<file path="config.mk">
export PLATFORM = sky130hd
export DESIGN_NAME = mem_responder_flat
export DESIGN_NICKNAME = d
export VERILOG_FILES = /design/src/rtl/mem_responder_if.sv /design/src/rtl/mem_responder.sv /design/src/flat_wrapper.sv
export SDC_FILE = /design/constraint.sdc
export NUM_CORES = 1
export LEC_CHECK = 0
export ABC_AREA = 1
export BUFFER_PORTS_ARGS = -buffer_cell sky130_fd_sc_hd__buf_2
export CAP_MARGIN = 0
export CORE_ASPECT_RATIO = 0.9
export CORE_UTILIZATION = 35
export DETAILED_ROUTE_END_ITERATION = 10
export PLACE_DENSITY_LB_ADDON = 0.3
export SYNTH_ARGS = -nofsm -noshare
export SYNTH_HDL_FRONTEND = slang
export SYNTH_SLANG_ARGS = --single-unit
</file>
<file path="constraint.sdc">
create_clock -name Clk -period 4.2 [get_ports Clk]
set_input_delay 0.84 -clock Clk [delete_from_list [all_inputs] [get_ports Clk]]
set_output_delay 0.84 -clock Clk [all_outputs]
set_load 0.03 [all_outputs]
</file>
<file path="src/rtl/mem_responder_if.sv">
// Bundle of the LC-3 memory strobes, the CPU-side data paths and the board SRAM pins.
// The slave modport is the responder's view; the master modport is the initiator/board view.
interface mem_responder_if #(
    parameter int SRAM_AW = 20
);
    logic               Mem_OE;
    logic               Mem_WE;
    logic [15:0]        MAR;
    logic [15:0]        MDR_Out;
    logic [15:0]        Switches;
    logic [15:0]        Data_to_CPU;
    logic               Data_Valid;
    logic               Busy;
    logic [15:0]        HEX_Data;
    logic [SRAM_AW-1:0] SRAM_ADDR;
    logic [15:0]        SRAM_DQ_In;
    logic [15:0]        SRAM_DQ_Out;
    logic               SRAM_DQ_En;
    logic               SRAM_CE_N;
    logic               SRAM_OE_N;
    logic               SRAM_WE_N;
    logic               SRAM_UB_N;
    logic               SRAM_LB_N;

    modport slave (
        input  Mem_OE, Mem_WE, MAR, MDR_Out, Switches, SRAM_DQ_In,
        output Data_to_CPU, Data_Valid, Busy, HEX_Data, SRAM_ADDR,
               SRAM_DQ_Out, SRAM_DQ_En, SRAM_CE_N, SRAM_OE_N, SRAM_WE_N,
               SRAM_UB_N, SRAM_LB_N
    );

    modport master (
        output Mem_OE, Mem_WE, MAR, MDR_Out, Switches, SRAM_DQ_In,
        input  Data_to_CPU, Data_Valid, Busy, HEX_Data, SRAM_ADDR,
               SRAM_DQ_Out, SRAM_DQ_En, SRAM_CE_N, SRAM_OE_N, SRAM_WE_N,
               SRAM_UB_N, SRAM_LB_N
    );
endinterface

</file>
<file path="src/rtl/mem_responder.sv">
// Responder for the LC-3 four-cycle Mem_OE/Mem_WE strobes: drives the async SRAM or the
// memory-mapped switch/hex I/O word. All SRAM controls decode from state so reset clears them at once.
module mem_responder #(
    parameter logic [15:0] IO_ADDR = 16'hFFFF,
    parameter int          SRAM_AW = 20
) (
    input  logic            Clk,
    input  logic            Reset,
    mem_responder_if.slave  bus
);

    typedef enum logic [3:0] {
        IDLE, RD1, RD2, RD3, RD4, WR1, WR2, WR3, WR4, DONE
    } state_t;

    state_t      state_q, state_d;
    logic [15:0] addr_q,  addr_d;
    logic [15:0] wdata_q, wdata_d;
    logic [15:0] rdata_q, rdata_d;
    logic [15:0] hex_q,   hex_d;
    logic        is_io_q, is_io_d;

    always_ff @(posedge Clk or posedge Reset) begin
        if (Reset) begin
            state_q <= IDLE;
            addr_q  <= '0;
            wdata_q <= '0;
            rdata_q <= '0;
            hex_q   <= '0;
            is_io_q <= 1'b0;
        end else begin
            state_q <= state_d;
            addr_q  <= addr_d;
            wdata_q <= wdata_d;
            rdata_q <= rdata_d;
            hex_q   <= hex_d;
            is_io_q <= is_io_d;
        end
    end

    always_comb begin
        state_d = state_q;
        addr_d  = addr_q;
        wdata_d = wdata_q;
        rdata_d = rdata_q;
        hex_d   = hex_q;
        is_io_d = is_io_q;
        case (state_q)
            IDLE: begin
                // A write strobe takes priority over a simultaneous read strobe.
                if (bus.Mem_WE) begin
                    state_d = WR1;
                    addr_d  = bus.MAR;
                    wdata_d = bus.MDR_Out;
                    is_io_d = (bus.MAR == IO_ADDR);
                end else if (bus.Mem_OE) begin
                    state_d = RD1;
                    addr_d  = bus.MAR;
                    is_io_d = (bus.MAR == IO_ADDR);
                end
            end
            RD1: state_d = bus.Mem_OE ? RD2 : IDLE;
            RD2: state_d = bus.Mem_OE ? RD3 : IDLE;
            RD3: begin
                if (bus.Mem_OE) begin
                    state_d = RD4;
                    rdata_d = is_io_q ? bus.Switches : bus.SRAM_DQ_In;
                end else begin
                    state_d = IDLE;
                end
            end
            RD4: state_d = DONE;
            WR1: begin
                if (bus.Mem_WE) begin
                    state_d = WR2;
                    if (is_io_q) begin
                        hex_d = wdata_q;
                    end
                end else begin
                    state_d = IDLE;
                end
            end
            WR2: state_d = bus.Mem_WE ? WR3 : IDLE;
            WR3: state_d = bus.Mem_WE ? WR4 : IDLE;
            WR4: state_d = DONE;
            // Wait for the strobe to fall so a long strobe cannot start a second access.
            DONE: if (!bus.Mem_OE && !bus.Mem_WE) state_d = IDLE;
            default: state_d = IDLE;
        endcase
    end

    logic sram_rd, sram_wr, sram_we;

    always_comb begin
        sram_rd = 1'b0;
        sram_wr = 1'b0;
        sram_we = 1'b0;
        if (!is_io_q) begin
            sram_rd = (state_q == RD1) || (state_q == RD2) || (state_q == RD3);
            sram_wr = (state_q == WR1) || (state_q == WR2) || (state_q == WR3) || (state_q == WR4);
            sram_we = (state_q == WR2) || (state_q == WR3);
        end
    end

    assign bus.Data_to_CPU = rdata_q;
    assign bus.Data_Valid  = (state_q == RD4);
    assign bus.Busy        = (state_q != IDLE);
    assign bus.HEX_Data    = hex_q;
    assign bus.SRAM_ADDR   = SRAM_AW'(addr_q);
    assign bus.SRAM_DQ_Out = wdata_q;
    assign bus.SRAM_DQ_En  = sram_wr;
    assign bus.SRAM_CE_N   = !(sram_rd || sram_wr);
    assign bus.SRAM_OE_N   = !sram_rd;
    assign bus.SRAM_WE_N   = !sram_we;
    assign bus.SRAM_UB_N   = !(sram_rd || sram_wr);
    assign bus.SRAM_LB_N   = !(sram_rd || sram_wr);

endmodule

</file>
<file path="src/flat_wrapper.sv">
// flat-port wrapper written by rule: the top's interface ports become plain ports
module mem_responder_flat 
#(
    parameter logic [15:0] IO_ADDR = 16'hFFFF,
    parameter int          SRAM_AW = 20
)
  (Clk, Reset, bus_Mem_OE, bus_Mem_WE, bus_MAR, bus_MDR_Out, bus_Switches, bus_SRAM_DQ_In, bus_Data_to_CPU, bus_Data_Valid, bus_Busy, bus_HEX_Data, bus_SRAM_ADDR, bus_SRAM_DQ_Out, bus_SRAM_DQ_En, bus_SRAM_CE_N, bus_SRAM_OE_N, bus_SRAM_WE_N, bus_SRAM_UB_N, bus_SRAM_LB_N);
  mem_responder_if #(.SRAM_AW(SRAM_AW)) bus_i ();
  input  logic Clk;
  input  logic Reset;
  input wire logic [$bits(bus_i.Mem_OE)-1:0] bus_Mem_OE;
  input wire logic [$bits(bus_i.Mem_WE)-1:0] bus_Mem_WE;
  input wire logic [$bits(bus_i.MAR)-1:0] bus_MAR;
  input wire logic [$bits(bus_i.MDR_Out)-1:0] bus_MDR_Out;
  input wire logic [$bits(bus_i.Switches)-1:0] bus_Switches;
  input wire logic [$bits(bus_i.SRAM_DQ_In)-1:0] bus_SRAM_DQ_In;
  output wire logic [$bits(bus_i.Data_to_CPU)-1:0] bus_Data_to_CPU;
  output wire logic [$bits(bus_i.Data_Valid)-1:0] bus_Data_Valid;
  output wire logic [$bits(bus_i.Busy)-1:0] bus_Busy;
  output wire logic [$bits(bus_i.HEX_Data)-1:0] bus_HEX_Data;
  output wire logic [$bits(bus_i.SRAM_ADDR)-1:0] bus_SRAM_ADDR;
  output wire logic [$bits(bus_i.SRAM_DQ_Out)-1:0] bus_SRAM_DQ_Out;
  output wire logic [$bits(bus_i.SRAM_DQ_En)-1:0] bus_SRAM_DQ_En;
  output wire logic [$bits(bus_i.SRAM_CE_N)-1:0] bus_SRAM_CE_N;
  output wire logic [$bits(bus_i.SRAM_OE_N)-1:0] bus_SRAM_OE_N;
  output wire logic [$bits(bus_i.SRAM_WE_N)-1:0] bus_SRAM_WE_N;
  output wire logic [$bits(bus_i.SRAM_UB_N)-1:0] bus_SRAM_UB_N;
  output wire logic [$bits(bus_i.SRAM_LB_N)-1:0] bus_SRAM_LB_N;
  assign bus_i.Mem_OE = bus_Mem_OE;
  assign bus_i.Mem_WE = bus_Mem_WE;
  assign bus_i.MAR = bus_MAR;
  assign bus_i.MDR_Out = bus_MDR_Out;
  assign bus_i.Switches = bus_Switches;
  assign bus_i.SRAM_DQ_In = bus_SRAM_DQ_In;
  assign bus_Data_to_CPU = bus_i.Data_to_CPU;
  assign bus_Data_Valid = bus_i.Data_Valid;
  assign bus_Busy = bus_i.Busy;
  assign bus_HEX_Data = bus_i.HEX_Data;
  assign bus_SRAM_ADDR = bus_i.SRAM_ADDR;
  assign bus_SRAM_DQ_Out = bus_i.SRAM_DQ_Out;
  assign bus_SRAM_DQ_En = bus_i.SRAM_DQ_En;
  assign bus_SRAM_CE_N = bus_i.SRAM_CE_N;
  assign bus_SRAM_OE_N = bus_i.SRAM_OE_N;
  assign bus_SRAM_WE_N = bus_i.SRAM_WE_N;
  assign bus_SRAM_UB_N = bus_i.SRAM_UB_N;
  assign bus_SRAM_LB_N = bus_i.SRAM_LB_N;
  mem_responder #(.IO_ADDR(IO_ADDR), .SRAM_AW(SRAM_AW)) u_core (.Clk(Clk), .Reset(Reset), .bus(bus_i));
endmodule
</file>
==> results list <==
* Number of setup violations in the final report: 0
- In this run the power spent charging and discharging nets is between 1 and 1.5 mW.
- Once detail routing completed, the nets flagged for antenna violations numbered 0.
* Max stage delay cell, worst path: dfrtp_1
- Total Die Area: 0.00916 mm2
* Dpl hpwl: approximately 5.3 mm
* Main flop type after synthesis: dfrtp_1
- Global routing finished with a remaining overflow of 0.
- Counting flops and latches in the post-synthesis netlist gives just under 70.
* Synthesized instance count: between 300 and 400
- In this run the horizontal extent of the chip is 101 um.
- Before CTS, the worst setup slack after placement is between 1 and 1.5 ns.
- Hold EP: u_core.bus.Data_to_CPU[15]$_DFFE_PP0P_
* Worst Hold Class: reg -> reg
- Commonest cells post-synth: nand2_1, dfrtp_1, inv_1
- The cell area that synthesis handed to floorplanning was 0.00307 mm2.
- In this run, post-CTS hold repair placed 0 buffers.
* Crit path max fanout: 20
* Post-route worst setup slack: 1.17 ns
- Setup slack of the worst register-to-register path: between 2 and 2.5 ns
* Worst EP arrival: 2.19 ns
- The routed layout has approximately 2700 vias.
* CTS tree: yes
- The floorplan step set the die height to 90.9 um.
- Number of search-and-repair iterations in the first detailed-routing pass: 4
- Adding up every negative setup slack in the final design gives 0 ns.
- For this design the ratio of total power to cell area is between 700 and 800 mW/mm2.
- A synthesized cell averages between 8 and 9 um2.
- Min Tclk post-route: a little over 3 ns
* Setup skew after layout: between 0.015 and 0.02 ns
- Pin count of the biggest net entering global routing: 37
* Count of routing violations after the opening detailed-route iteration: approximately 130
- Global placement routability congestion: 0.850
* Via count of the first global-routing pass: 2474
- The internal portion of the total power is ~1.7 mW.
- The count of final hold-check violations was 0.
- Combinational logic is responsible for around 44% of the overall power.
* CTS Root Cell: clkbuf_8
* CP peak stage delay: 0.78 ns
* Worst IR Drop VDD: roughly 0.36 mV
- The flow ran to the end, and the final reports show no timing, DRC or antenna violations.
* Number of rows in the core area: 32
- Across every metal layer, demand over resource in global routing totals around 16%.
* Part of the total power dissipated in the clock network: about 23%
- The worst path uses between 70% and 80% of the clock period.
- Area inside the core boundary: 0.00853 mm2
- Hold path startpoint: u_core.bus.Data_to_CPU[15]$_DFFE_PP0P_
- Share of post-route cells with drive strength above 1: between 30% and 40%
* Number of enable flip-flop cells after synthesis: 0
- Sinks on the clock net: slightly below 70
* Post-synthesis cell type with the largest combined area: dfrtp_1
- Buffers from clock root to sink, at most: 2
- STA classifies the critical path startpoint as a flop.
* Number of post-CTS setup repair buffers: 0
- Static Leak: between 2 and 2.5 nW
- Setup repair after global routing missed its margin: false
- The routed design has 7.39 mm of wire.
- Data on the critical path is required at its endpoint by between 3 and 4 ns.
- Cell seen most often among critical-path stages: inv_1
- Count of synthesis-stage warnings from yosys: 0
- Number of standard cells in the final layout excluding fillers: 610
- Buffers placed on the I/O ports in this run total 139.
- Average wire per cell in the routed design: between 10 and 15 um
* Clock buffers created by TritonCTS: 9
- Share of the yosys chip area belonging to registers: roughly 56%
* Max Cap Violations: 0
- Initial Utilization: 36.0%
- Fraction of power spent switching nets: 44.8%
- Layout-stage area growth over the synthesis result: 32.3%
- After detailed routing, the number of vias per cell comes to 4.46.
* CTS resizes: 0
- Sorting the synthesized cells by area gives the leading types as dfrtp_1, nand2_1, o211ai_1.
- Share of flip-flops with an asynchronous set or reset: between 90% and 100%
- The repair_antennas step left the layout with diodes totalling 0.
* Worst slew slack as a fraction of its limit: approximately 47%
- Total DRC errors in the routed layout: 0
- Clock latency on the worst-skew pair, taken at its later pin, is roughly 0.34 ns.
- Final count of pins violating max slew: 0
* H-tree depth: 3
* Most used standard cell by instance count after synthesis: nand2_1
- Counting instances, the worst hold path has a depth of 2.
* Overall Power: roughly 3.1 mW
- Synthesis instantiated 22 different standard cells from the library.
- Reg-to-reg critical path endpoint: u_core.addr_q[0]$_DFFE_PP0P_
- Worst Reg-to-Reg Cells: 5
* Placed cells: 595
- By startpoint and endpoint, the worst setup path is classified as reg -> out.
- Critical R2R Launch: u_core.state_q[1]$_DFFE_PP0P_
* Post-CTS clock slew at the launch and capture registers of the worst setup and hold paths: ~0.060 ns
- Wire length of the first global-routing pass: roughly 12 mm
* Initial antenna violation count: 0
* Flop pwr share: around 33%
* Net count reported at finish: between 500 and 600
- Fmax: 330 MHz
* Nature of the critical path endpoint: output pin
* CP cell instances: inv_1, nand3_1, inv_1, nor2_1, buf_2
* Actual slew at the worst max-slew pin: around 0.79 ns
* Top-level I/O count: between 100 and 150
- Synth top area share: about 56%
[sequential cells by signal (all words and copies together), names as in the netlist]
name	cells
u_core.is_io_q	1
u_core.bus.SRAM_DQ_Out	16
u_core.addr_q	16
u_core.state_q	4
u_core.bus.Data_to_CPU	16
u_core.bus.HEX_Data	16
[power groups by stage]
stage / Sequential [mW] / Clock [mW] / Combinational [mW]
floorplan: 1.44 / 0 / 0.607
global placement: 1.03 / 0 / 1.35
detailed placement: 1.03 / 0 / 1.38
CTS: 1.02 / 0.728 / 1.38
global route: 1.05 / 0.759 / 1.49
finish: 1.02 / 0.714 / 1.36
[critical path, delay by kind of cell, from the launching register on]
family / cells / cell delay (ns)
AND/OR/NAND/NOR: 2 / 0.39
flip-flops: 1 / 0.78
buffers and inverters: 3 / 0.68
[layer usage]
| metal | share of wire (%) | global-route usage [%] | up-vias |
|---|---|---|---|
| li1 | - | - | 1368 |
| met1 | 45 | 20.9 | 1258 |
| met2 | 47 | 26.8 | 84 |
| met3 | 6.2 | 4.10 | 11 |
| met4 | 1.6 | 6.52 | 0 |
| met5 | 0 | 0 | - |
[how the worst max path moves through the flow]
stage               slack [ns]                     startpoint             to
global placement          1.57     u_core.is_io_q$_DFFE_PP0P_  bus_SRAM_CE_N
detailed placement        1.45     u_core.is_io_q$_DFFE_PP0P_  bus_SRAM_UB_N
floorplan                 1.52  u_core.state_q[1]$_DFFE_PP0P_  bus_SRAM_LB_N
CTS                       1.10     u_core.is_io_q$_DFFE_PP0P_  bus_SRAM_CE_N
finish                    1.17     u_core.is_io_q$_DFFE_PP0P_  bus_SRAM_CE_N
global route              0.96     u_core.is_io_q$_DFFE_PP0P_  bus_SRAM_CE_N
[through the flow]
stage / hold slack, ns / cell area (um2) / util (%)
floorplan: 0.654 / 3080 / -
global placement: 0.464 / 3800 / 44.6
detailed placement: 0.464 / 3800 / 44.6
CTS: 0.482 / 4060 / 47.6
global route: 0.495 / 4060 / 47.6
finish: 0.476 / 4060 / 47.6
[cell usage in the layout (no fill, tap or decap), types with 6 or more instances in the layout]
master	instances
buf_2	139
nand2_1	120
dfrtp_1	69
inv_1	29
nor2_1	27
or2_2	17
a21oi_1	17
o211ai_1	17
o21ai_1	16
clkbuf_8	9
nand3_1	6
[layout make-up]
type / count / area [um2]
repair buffers: 140 / 703
clock inverters: 6 / 136
fillers: 859 / 4470
flip-flops and latches: 69 / 1730
clock buffers: 9 / 124
inverters: 32 / 123
well taps: 119 / 149
multi-input cells: 235 / 1100
[kinds of logic (layout without fill, tap and decap cells)]
kind of cell / Yosys count / in the layout / synth area share [%]
and+or+nand+nor: 177 / 177 / 25.2
DFF: 69 / 69 / 56.2
AOI/OAI and AO/OA: 54 / 54 / 10.2
buffers and inverters: 52 / 187 / 8.31
other: 1 / 4 / 0.122
Note: power is estimated with default switching activity, not from simulation.
